**src/rtl/matmul_pkg.sv**
```systemverilog
// Shared types and default geometry for the matrix loader.
// Holds the loader state encoding and the default A/B RAM address widths.
package matmul_pkg;

  localparam int unsigned A_ADDR_W_DEFAULT = 12;
  localparam int unsigned B_ADDR_W_DEFAULT = 6;
  localparam int unsigned CYCLE_COUNT_W    = 16;

  typedef enum logic [1:0] {
    IDLE   = 2'd0,
    LOAD_A = 2'd1,
    LOAD_B = 2'd2,
    DONE   = 2'd3
  } loader_state_t;

  function automatic logic is_load(input loader_state_t s);
    return (s == LOAD_A) || (s == LOAD_B);
  endfunction

endpackage

```
**src/rtl/matrix_loader_cycle_counter.sv**
```systemverilog
// Saturating cycle counter used to measure load duration.
// Synchronous clear wins over enable; the count sticks at all-ones.
module loader_cycle_counter #(
  parameter int unsigned WIDTH = 16
) (
  input  logic             clock,
  input  logic             reset_l,
  input  logic             clear,
  input  logic             enable,
  output logic [WIDTH-1:0] count
);

  always_ff @(posedge clock or negedge reset_l) begin
    if (!reset_l) begin
      count <= '0;
    end else if (clear) begin
      count <= '0;
    end else if (enable && (count != '1)) begin
      count <= count + 1'b1;
    end
  end

endmodule

```
**src/rtl/matrix_loader.sv**
```systemverilog
// Streams bytes into matrix A then matrix B RAM write ports, one write per accepted beat.
// Optional LOADER_CHECKSUM_EN adds a 16-bit byte-sum output of the last completed load.
module matrix_loader
  import matmul_pkg::*;
#(
  parameter int unsigned A_ADDR_W = A_ADDR_W_DEFAULT,
  parameter int unsigned B_ADDR_W = B_ADDR_W_DEFAULT
) (
  input  logic                clock,
  input  logic                reset_l,
  input  logic                start,
  input  logic                in_valid,
  input  logic [7:0]          in_data,
  output logic                in_ready,
  output logic                wr_en_a,
  output logic [A_ADDR_W-1:0] wr_addr_a,
  output logic [7:0]          wr_data_a,
  output logic                wr_en_b,
  output logic [B_ADDR_W-1:0] wr_addr_b,
  output logic [7:0]          wr_data_b,
  output logic                busy,
  output logic                done,
  output logic [15:0]         load_cycles
`ifdef LOADER_CHECKSUM_EN
  ,
  output logic [15:0]         checksum
`endif
);

  loader_state_t state, state_next;

  logic [A_ADDR_W-1:0]      a_idx;
  logic [B_ADDR_W-1:0]      b_idx;
  logic                     launch;
  logic                     accept;
  logic                     last_a;
  logic                     last_b;
  logic [CYCLE_COUNT_W-1:0] cycle_count;

  assign launch = (state == IDLE) && start;
  assign accept = in_valid && in_ready;
  assign last_a = (a_idx == '1);
  assign last_b = (b_idx == '1);

  always_ff @(posedge clock or negedge reset_l) begin
    if (!reset_l) begin
      state <= IDLE;
    end else begin
      state <= state_next;
    end
  end

  always_comb begin
    state_next = state;
    unique case (state)
      IDLE:    if (start) state_next = LOAD_A;
      LOAD_A:  if (accept && last_a) state_next = LOAD_B;
      LOAD_B:  if (accept && last_b) state_next = DONE;
      DONE:    state_next = IDLE;
      default: state_next = IDLE;
    endcase
  end

  always_comb begin
    in_ready = is_load(state);
    busy     = (state != IDLE);
    done     = (state == DONE);
  end

  // The A index wraps to 0 on its last beat, but the state has already left LOAD_A.
  always_ff @(posedge clock or negedge reset_l) begin
    if (!reset_l) begin
      a_idx     <= '0;
      b_idx     <= '0;
      wr_en_a   <= 1'b0;
      wr_addr_a <= '0;
      wr_data_a <= '0;
      wr_en_b   <= 1'b0;
      wr_addr_b <= '0;
      wr_data_b <= '0;
    end else begin
      wr_en_a <= accept && (state == LOAD_A);
      wr_en_b <= accept && (state == LOAD_B);
      if (launch) begin
        a_idx <= '0;
        b_idx <= '0;
      end else if (accept && (state == LOAD_A)) begin
        a_idx     <= a_idx + 1'b1;
        wr_addr_a <= a_idx;
        wr_data_a <= in_data;
      end else if (accept && (state == LOAD_B)) begin
        b_idx     <= b_idx + 1'b1;
        wr_addr_b <= b_idx;
        wr_data_b <= in_data;
      end
    end
  end

  loader_cycle_counter #(
    .WIDTH(CYCLE_COUNT_W)
  ) u_cycle_counter (
    .clock  (clock),
    .reset_l(reset_l),
    .clear  (launch),
    .enable (busy),
    .count  (cycle_count)
  );

  // Sampled in DONE, before that cycle's own increment lands, so only load cycles count.
  always_ff @(posedge clock or negedge reset_l) begin
    if (!reset_l) begin
      load_cycles <= '0;
    end else if (state == DONE) begin
      load_cycles <= cycle_count;
    end
  end

`ifdef LOADER_CHECKSUM_EN
  logic [15:0] sum;

  always_ff @(posedge clock or negedge reset_l) begin
    if (!reset_l) begin
      sum      <= '0;
      checksum <= '0;
    end else begin
      if (launch) begin
        sum <= '0;
      end else if (accept) begin
        sum <= sum + {8'd0, in_data};
      end
      if (state == DONE) begin
        checksum <= sum;
      end
    end
  end
`endif

endmodule

```
**config.mk**
```make
export PLATFORM = sky130hd
export DESIGN_NAME = matrix_loader
export DESIGN_NICKNAME = d
export VERILOG_FILES = /design/src/rtl/matmul_pkg.sv /design/src/rtl/matrix_loader_cycle_counter.sv /design/src/rtl/matrix_loader.sv
export SDC_FILE = /design/constraint.sdc
export NUM_CORES = 1
export LEC_CHECK = 0
export CAP_MARGIN = 15
export CORE_ASPECT_RATIO = 1.5
export CORE_UTILIZATION = 53
export CTS_CLUSTER_DIAMETER = 120
export CTS_CLUSTER_SIZE = 40
export DETAILED_ROUTE_END_ITERATION = 8
export PLACE_DENSITY = 0.83
export SLEW_MARGIN = 20
export SYNTH_ARGS = -nofsm -noshare
export SYNTH_HDL_FRONTEND = slang
export SYNTH_SLANG_ARGS = --single-unit
export TNS_END_PERCENT = 20
```
**constraint.sdc**
```tcl
create_clock -name clock -period 2.3 [get_ports clock]
set_clock_uncertainty 0.2 [all_clocks]
set_input_delay 0.46 -clock clock [delete_from_list [all_inputs] [get_ports clock]]
set_output_delay 0.46 -clock clock [all_outputs]
set_load 0.02 [all_outputs]
```
==> metrics.yaml, run 1 <==
synthFlopType: "dfrtp_1"
die_w_microns: 72.0
nNetsFinal: 416
synth_area_sq_um: 3890
synthArstFlopShare: 1.00
worstPathRequired_ns: 1.64
vias: 2784
crit_buf_inv: 1
antenna_found_initial: 0
cts_buffers: 9
drt_drc_violations_left: 0
clk_latency_ns: 0.36
diodes: 0
power_density_nw_per_um2: 696
num_io_pins: 67
yosys_warnings: 0
tightest_slew_ns: 0.483
synth.net_count: 335
synth_cells: 316
die_h_microns: 107
final_util: 0.707
setup_viol: 0
hold_path.class: "reg2reg"
synth_seq_area_share: 0.566
maxCapViolCount: 0
drv_slew: 0
setup_slack_ns: 0.0572
layout_common_cells: "88 x dfrtp_1, 63 x clkdlybuf4s50_1, 50 x mux2_2, 26 x nand2_1, 22 x nor2_1"
pre_cts_slack_ns: 0.0139
ir_drop_mv: 0.711
cts_tree: "built"
cts_max_level: 3
slew_headroom: 0.678
cp_top_family: "buffers and inverters"
worst-setup-path-type: "reg2out"
drtIter0Drc: 213
grt_max_degree: 37
grt_setup_unrepaired: "false"
period_minus_slack_ns: 2.24
first_pass_iters: 5
row_count: 37
clk_pin_slew_worst_paths_ns: 0.08
worstPathArrival_ns: 1.58
fin_cells: 499
fin_crit_sh: 0.975
syn_to_final_growth_pct: 26.9
ant_nets: 0
grt_usage: 0.232
gp_congestion: 0.914
cts_max_path_buffers: 2
vias_per_cell: 5.58
startpoint_type: "flip-flop"
place.port_buffers: 66
crit_chain: "ha_1, clkdlybuf4s50_1"
final_common_cell: "dfrtp_1"
max_stage_delay_ns: 0.61
grt_pass1_wl_mm: 13.5
fin_area_sq_um: 4940
dp_cells: 482
synth_seq_cells: 88
wl_mm: 7.86
hpwl_mm: 5.68
grt_pass1_vias: 2864
grt_overflow_total: 0
dieArea_sq_um: 7700
core-area_sq_um: 6990
setup_tns_ns: 0
cts_sinks: 88
drive_gt1_frac: 0.219
wl_per_cell_microns: 15.8
place_area_sq_um: 4740
timing.fmax_mhz: 446
hold_violations: 0
leakage_nw: 2.27
cts_root_buffer: "clkbuf_8"
synth_enable_flop_cells: 0
start_util: 0.557
end_kind: "output port"
syn_avg_cell_area_sq_um: 12.3
synth_cell_types: 46
status: "complete, no violations"
cp_max_fo: 4
slowest_stage: "clkdlybuf4s50_1"
[cell families after synthesis]
kind of cell	share of synthesized area
compound gates	0.0559
flops	0.566
fa+ha+maj	0.0225
simple gates	0.140
mux	0.160
xor+xnor	0.0315
buf+inv	0.0244
[per-stage QoR]
stage	total power, mW	hold WS (ns)
2_1_floorplan	2.12	-0.0356
3_3_place_gp	2.38	0.248
3_5_place_dp	2.40	0.252
4_1_cts	3.47	0.311
5_1_grt	3.59	0.321
6_report	3.44	0.306
[area by class of cell]
| type | count | area [sq um] |
|---|---|---|
| clock inverter | 3 | 40.0 |
| timing repair buffer | 82 | 787 |
| tap | 97 | 121 |
| sequential | 88 | 2200 |
| inverter | 9 | 33.8 |
| clock buffer | 13 | 159 |
| multi-input combinational | 207 | 1600 |
| fill | 501 | 2050 |
[Yosys cell counts, drive strengths merged (6+ instances only)]
master | n | area [sq um]
buf | 6 | 38.8
nor3 | 9 | 45.0
inv | 9 | 33.8
nor2 | 22 | 82.6
ha | 7 | 87.6
xnor2 | 10 | 87.6
nand4 | 7 | 65.1
nand3 | 12 | 60.1
nand2 | 26 | 97.6
dfrtp | 88 | 2200
mux2 | 51 | 574
clkbuf | 6 | 22.5
[report_power, final]
part           switching (mW)  internal (mW)
combinational           0.276          0.289
sequential              0.126           1.68
clock                   0.504          0.559
[final timing paths]
kind,startpoint,to,slack [ns],depth (start not counted)
hold / removal,load_cycles[4]$_DFFE_PN0P_,load_cycles[4]$_DFFE_PN0P_,0.31,1
hold reg to reg,load_cycles[4]$_DFFE_PN0P_,load_cycles[4]$_DFFE_PN0P_,0.31,1
setup reg to reg,state[1]$_DFFE_PN0P_,state[1]$_DFFE_PN0P_,0.10,6
setup / recovery,state[1]$_DFFE_PN0P_,done,0.06,2
min in group asynchronous,reset_l,wr_addr_b[4]$_DFFE_PN0P_,0.41,2
max in group asynchronous,reset_l,a_idx[8]$_DFFE_PN0P_,0.87,3
[timing repair]
action	CTS	global route
setup endpoints to repair	2	1
endpoints found under the hold margin	34	0
cloned	0	0
hold buffers	1	0
gates resized for setup	2	2
buffers inserted	0	0
[registers in the layout, summed over array words and instances (netlist names), 6 cells and up]
name                   count
u_cycle_counter.count     16
wr_data_b                  8
b_idx                      6
wr_addr_a                 12
wr_addr_b                  6
load_cycles               16
wr_data_a                  8
a_idx                     12
[layer usage]
metal | GRT usage | wire length (microns) | vias to the layer above
li1 | - | - | 1299
met2 | 0.395 | 4190 | 85
met5 | 0 | 0 | -
met1 | 0.263 | 3110 | 1389
met4 | 0.116 | 155 | 0
met3 | 0.0667 | 410 | 11
(Power assumes the default switching activity.)
==> inputs of run 2 (changes only) <==
--- a/config.mk
+++ b/config.mk
@@ -7,11 +7,12 @@
 export LEC_CHECK = 0
 export CAP_MARGIN = 15
 export CORE_ASPECT_RATIO = 1.5
-export CORE_UTILIZATION = 53
-export CTS_CLUSTER_DIAMETER = 120
+export CORE_UTILIZATION = 35
+export CTS_CLUSTER_DIAMETER = 100
 export CTS_CLUSTER_SIZE = 40
 export DETAILED_ROUTE_END_ITERATION = 8
-export PLACE_DENSITY = 0.83
+export PLACE_DENSITY = 0.6
+export SKIP_LAST_GASP = 1
 export SLEW_MARGIN = 20
 export SYNTH_ARGS = -nofsm -noshare
 export SYNTH_HDL_FRONTEND = slang
==> metrics.yaml, run 2 (same netlist as run 1, synthesis figures left out) <==
tightest_slew_ns: 0.418  # -0.0647 ns
wl_per_cell_microns: 14.8  # -6.0%
clk_pin_slew_worst_paths_ns: 0.06  # -0.02 ns
grt_overflow_total: 0  # unchanged
worst-setup-path-type: "reg2out"
startpoint_type: "flip-flop"
place_area_sq_um: 4820  # +1.8%
place.port_buffers: 66  # unchanged
first_pass_iters: 4  # -1
fin_area_sq_um: 5160  # +4.4%
grt_max_degree: 48  # +30%
cts_max_path_buffers: 2  # unchanged
setup_tns_ns: 0  # unchanged
die_h_microns: 131  # +23%
fin_crit_sh: 0.973  # -0.00187
combPwrFrac: 0.142  # -0.022
grt_pass1_wl_mm: 13.8  # +2.6%
num_io_pins: 67  # unchanged
row_count: 46  # +24%
fill_cells: 1012  # +100%
p_clk_frac: 0.397  # +0.088
start_util: 0.364  # -0.193
nNetsFinal: 416  # unchanged
wl_mm: 8.09  # +2.9%
post_cts_buffers: 0  # unchanged
drt_drc_violations_left: 0  # unchanged
leakage_nw: 2.34  # +3.0%
switching_power_mw: 0.975  # +7.7%
vias: 2719  # -2.3%
core-area_sq_um: 10700  # +53%
drv_slew: 0  # unchanged
ant_nets: 0  # unchanged
clk_latency_ns: 0.33  # -0.03 ns
gp_congestion: 0.862  # -5.7%
diodes: 0  # unchanged
cp_max_fo: 4  # unchanged
grt_pass1_vias: 2842  # -0.77%
reg.largest.list: "load_cycles x16, u_cycle_counter.count x16"
hpwl_mm: 5.78  # +1.8%
cts_root_buffer: "clkbuf_16"
grt_usage: 0.153  # -0.0788
cts_sinks: 88  # unchanged
slew_headroom: 0.719  # +0.0410
dieArea_sq_um: 11600  # +50%
finalHoldWorstSlack_ns: 0.304  # -0.00230 ns
hold_path.class: "reg2reg"
worstPathArrival_ns: 1.58  # about the same
die_w_microns: 88.1  # +22%
grt_setup_unrepaired: "true"
setup_viol: 0  # unchanged
cts_max_level: 3  # unchanged
cts_tree: "built"
final_common_cell: "dfrtp_1"
sw_frac_of_total: 0.249  # -0.0151
hold_violations: 0  # unchanged
vias_per_cell: 4.98  # -11%
status: "complete, no violations"
pwr-share-seq: 0.461  # -0.066
timing.fmax_mhz: 447  # +0.19%
p_int_mw: 2.95  # +17%
power_density_nw_per_um2: 761  # +9.4%
end_kind: "output port"
drtIter0Drc: 91  # -57%
drive_gt1_frac: 0.224  # +0.00498
antenna_found_initial: 0  # unchanged
syn_to_final_growth_pct: 32.4
period_minus_slack_ns: 2.24  # -0.00430 ns
cts_buffers: 9  # unchanged
maxCapViolCount: 0  # unchanged
finalPower_mw: 3.92  # +14%
layout_common_cells: "88 x dfrtp_1, 63 x clkdlybuf4s50_1, 50 x mux2_2, 26 x nand2_1, 21 x nor2_1"
ir_drop_mv: 0.552  # -22%
worstPathRequired_ns: 1.64  # about the same
[run 2: cell count changes in the layout (fill, tap and decap cells not counted), moves of 2 or more]
cell | previous run | this run
buf_4 | 15 | 13
clkbuf_16 | 0 | 9
clkbuf_8 | 11 | 1
clkbuf_1 | 2 | 0
buf_12 | 1 | 3
[run 2: what timing repair did]
action	in CTS	in global routing
pin swaps	0	0
hold endpoints to repair	10	0
resized for setup	1	1
hold buffers	1	0
setup endpoints to repair	2	2
[run 2: worst paths after layout]
kind	start	end	slack, ns	depth (start not counted)
min reg2reg	load_cycles[9]$_DFFE_PN0P_	load_cycles[9]$_DFFE_PN0P_	0.30	1
min in group asynchronous	reset_l	u_cycle_counter.count[4]$_DFFE_PN0P_	0.31	2
max in group asynchronous	reset_l	b_idx[4]$_DFFE_PN0P_	0.96	3
max	state[1]$_DFFE_PN0P_	done	0.06	2
min	load_cycles[9]$_DFFE_PN0P_	load_cycles[9]$_DFFE_PN0P_	0.30	1
max reg2reg	state[1]$_DFFE_PN0P_	state[1]$_DFFE_PN0P_	0.14	6
[run 2: cell type report]
class	instances	area, sq um	share of cell area
inverters	9	33.8	0.00655
multi-input cells	207	1600	0.310
repair buffers	82	820	0.159
flip-flops and latches	88	2200	0.427
well taps	144	180	0.0349
clock inverters	6	82.6	0.0160
clock buffers	10	239	0.0463
[run 2: power by group through the flow]
stage / registers [mW] / clock network (mW) / logic, mW
after floorplan: 1.91 / 0 / 0.211
after global placement: 1.83 / 0 / 0.556
after detailed placement: 1.84 / 0 / 0.564
after CTS: 1.81 / 1.60 / 0.571
after global routing: 1.83 / 1.66 / 0.606
final: 1.81 / 1.56 / 0.557
[run 2: stage by stage]
| step | std cells | worst slack (ns) | utilization |
|---|---|---|---|
| 5_1_grt | 546 | -0.00484 | 0.482 |
| 2_1_floorplan | 316 | 0.110 | - |
| 3_5_place_dp | 529 | 0.0480 | 0.451 |
| 3_3_place_gp | 529 | 0.0729 | 0.451 |
| 4_1_cts | 546 | -0.203 | 0.481 |
| 6_report | 546 | 0.0615 | 0.482 |
[run 2: critical path: stages, from the launching register on]
cell and delay (ns):
dfrtp_1 0.40, ha_1 0.22, clkdlybuf4s50_1 0.62
[run 2: layer usage]
layer | global-route usage | vias up | part of all wire
li1 | - | 1289 | -
met1 | 0.187 | 1344 | 0.42
met2 | 0.249 | 73 | 0.51
met3 | 0.0459 | 13 | 0.055
met4 | 0.0618 | 0 | 0.020
met5 | 0 | - | 0
==> inputs of run 3 (changes only) <==
--- a/config.mk
+++ b/config.mk
@@ -8,10 +8,9 @@
 export CAP_MARGIN = 15
 export CORE_ASPECT_RATIO = 1.5
 export CORE_UTILIZATION = 35
-export CTS_CLUSTER_DIAMETER = 100
 export CTS_CLUSTER_SIZE = 40
 export DETAILED_ROUTE_END_ITERATION = 8
-export PLACE_DENSITY = 0.6
+export PLACE_DENSITY = 0.53
 export SKIP_LAST_GASP = 1
 export SLEW_MARGIN = 20
 export SYNTH_ARGS = -nofsm -noshare
==> metrics.yaml, run 3 (same netlist as run 1, synthesis figures left out) <==
regArea_sq_um: 2200  # unchanged
dp_cells: 529  # unchanged
cts_buffers: 9  # unchanged
final_common_cell: "dfrtp_1"
crit_chain: "ha_1, clkdlybuf4s50_1"
setup_viol: 0  # unchanged
ir_drop_mv: 0.497  # -10%
start_util: 0.364  # unchanged
period_minus_slack_ns: 2.24  # -0.00319 ns
layout_common_cells: "88 x dfrtp_1, 63 x clkdlybuf4s50_1, 50 x mux2_2, 26 x nand2_1, 21 x nor2_1"
max_stage_delay_ns: 0.62  # about the same
timing.fmax_mhz: 447  # +0.14%
grt_overflow_total: 0  # unchanged
gp_congestion: 0.822  # -4.7%
clk_pin_slew_worst_paths_ns: 0.06  # about the same
finalHoldWorstSlack_ns: 0.293  # -0.0108 ns
slew_headroom: 0.705  # -0.0142
antenna_found_initial: 0  # unchanged
drt-met1-wl_mm: 3.30  # -1.7%
worstPathArrival_ns: 1.58  # about the same
cts_root_buffer: "clkbuf_16"
pwr-share-seq: 0.450  # -0.011
slowest_stage: "clkdlybuf4s50_1"
cp_max_fo: 4  # unchanged
cts_tree: "built"
cts_sinks: 88  # unchanged
reg.largest.list: "load_cycles x16, u_cycle_counter.count x16"
multi_input_area_sq_um: 1600  # unchanged
drv_slew: 0  # unchanged
grt_pass1_vias: 2827  # -0.53%
die_w_microns: 88.1  # unchanged
die_h_microns: 131  # unchanged
wl_met2_mm: 4.03  # -2.3%
fin_cells: 546  # unchanged
first_pass_iters: 4  # unchanged
combPwrFrac: 0.139  # -0.003
grt_setup_unrepaired: "true"
power_density_nw_per_um2: 774  # +1.7%
syn_to_final_growth_pct: 32.8
p_int_mw: 3.03  # +2.9%
wl_mm: 7.95  # -1.6%
place.port_buffers: 66  # unchanged
p_clk_frac: 0.411  # +0.014
hpwl_mm: 5.66  # -2.0%
diodes: 0  # unchanged
grt_usage: 0.157  # +0.00356
cts_max_level: 3  # unchanged
core-area_sq_um: 10700  # unchanged
num_io_pins: 67  # unchanged
dieArea_sq_um: 11600  # unchanged
end_kind: "output port"
nNetsFinal: 416  # unchanged
row_count: 46  # unchanged
maxCapViolCount: 0  # unchanged
drt_drc_violations_left: 0  # unchanged
crit_start: "state[1]$_DFFE_PN0P_"
finalPower_mw: 4.00  # +2.0%
worst-setup-path-type: "reg2out"
hold_violations: 0  # unchanged
worstPathRequired_ns: 1.64  # about the same
switching_power_mw: 0.969  # -0.66%
sw_frac_of_total: 0.242  # -0.00643
tightest_slew_ns: 0.439  # +0.0212 ns
setup_tns_ns: 0  # unchanged
hold_path.class: "in2async"
grt_pass1_wl_mm: 13.9  # +0.60%
wl_per_cell_microns: 14.6  # -1.6%
drtIter0Drc: 69  # -24%
wl_met3_microns: 454  # +2.5%
highest_layer: "met4"
vias_per_cell: 5.00  # +0.33%
fill_cells: 1009  # -0.30%
r2r-start: "state[1]$_DFFE_PN0P_"
fin_crit_sh: 0.972  # -0.00139
ant_nets: 0  # unchanged
leakage_nw: 2.34  # +0.15%
grt_max_degree: 51  # +6.3%
cts_max_path_buffers: 2  # unchanged
status: "complete, no violations"
startpoint_type: "flip-flop"
vias: 2728  # +0.33%
clk_latency_ns: 0.34  # about the same
drive_gt1_frac: 0.221  # -0.00249
==> run 3: final cells by class <==
type,instances,share of cell area
timing repair buffer,82,0.158
inverter,9,0.00653
clock buffer,10,0.0443
multi-input combinational,207,0.309
sequential,88,0.426
clock inverter,6,0.0208
tap,144,0.0348
==> run 3: layer usage <==
metal | vias to the layer above | global-route usage
li1 | 1291 | -
met1 | 1360 | 0.194
met2 | 65 | 0.254
met3 | 12 | 0.0421
met4 | 0 | 0.0672
met5 | - | 0
==> run 3: worst max-delay path, delay by kind of cell, from the launching register on <==
kind	cells	cell delay (ns)
buffers and inverters	1	0.62
DFF	1	0.40
adders and majority gates	1	0.21
==> run 3: power by group through the flow <==
stage | logic, mW | clock network, mW | registers (mW)
after floorplan | 0.211 | 0 | 1.91
after global placement | 0.559 | 0 | 1.83
after detailed placement | 0.565 | 0 | 1.84
after CTS | 0.569 | 1.70 | 1.81
after global routing | 0.611 | 1.75 | 1.83
final | 0.556 | 1.65 | 1.80
==> run 3: per-stage QoR <==
| step | area [sq um] | utilization | setup slack [ns] |
|---|---|---|---|
| 2_1_floorplan | 3890 | - | 0.110 |
| 3_3_place_gp | 4820 | 0.451 | 0.0586 |
| 3_5_place_dp | 4820 | 0.451 | 0.0229 |
| 4_1_cts | 5170 | 0.483 | -0.143 |
| 5_1_grt | 5170 | 0.483 | -0.0300 |
| 6_report | 5170 | 0.483 | 0.0647 |
==> run 3: worst paths after layout <==
kind                                               to  slack (ns)  cells after the start
setup / recovery                                 done        0.06                      2
min in group clock         load_cycles[6]$_DFFE_PN0P_        0.30                      1
hold reg to reg            load_cycles[6]$_DFFE_PN0P_        0.30                      1
hold / removal             load_cycles[4]$_DFFE_PN0P_        0.29                      2
setup reg to reg                a_idx[11]$_DFFE_PN0P_        0.13                      6
max in group asynchronous           wr_en_b$_DFF_PN0_        1.02                      3
==> run 3: repair_timing <==
action                                  in CTS  in global routing
endpoints found under the hold margin        8                  0
endpoints found under the setup margin       2                  3
hold buffers                                 1                  0
pin swaps                                    0                  0
setup buffers                                0                  0
gates resized for setup                      1                  1
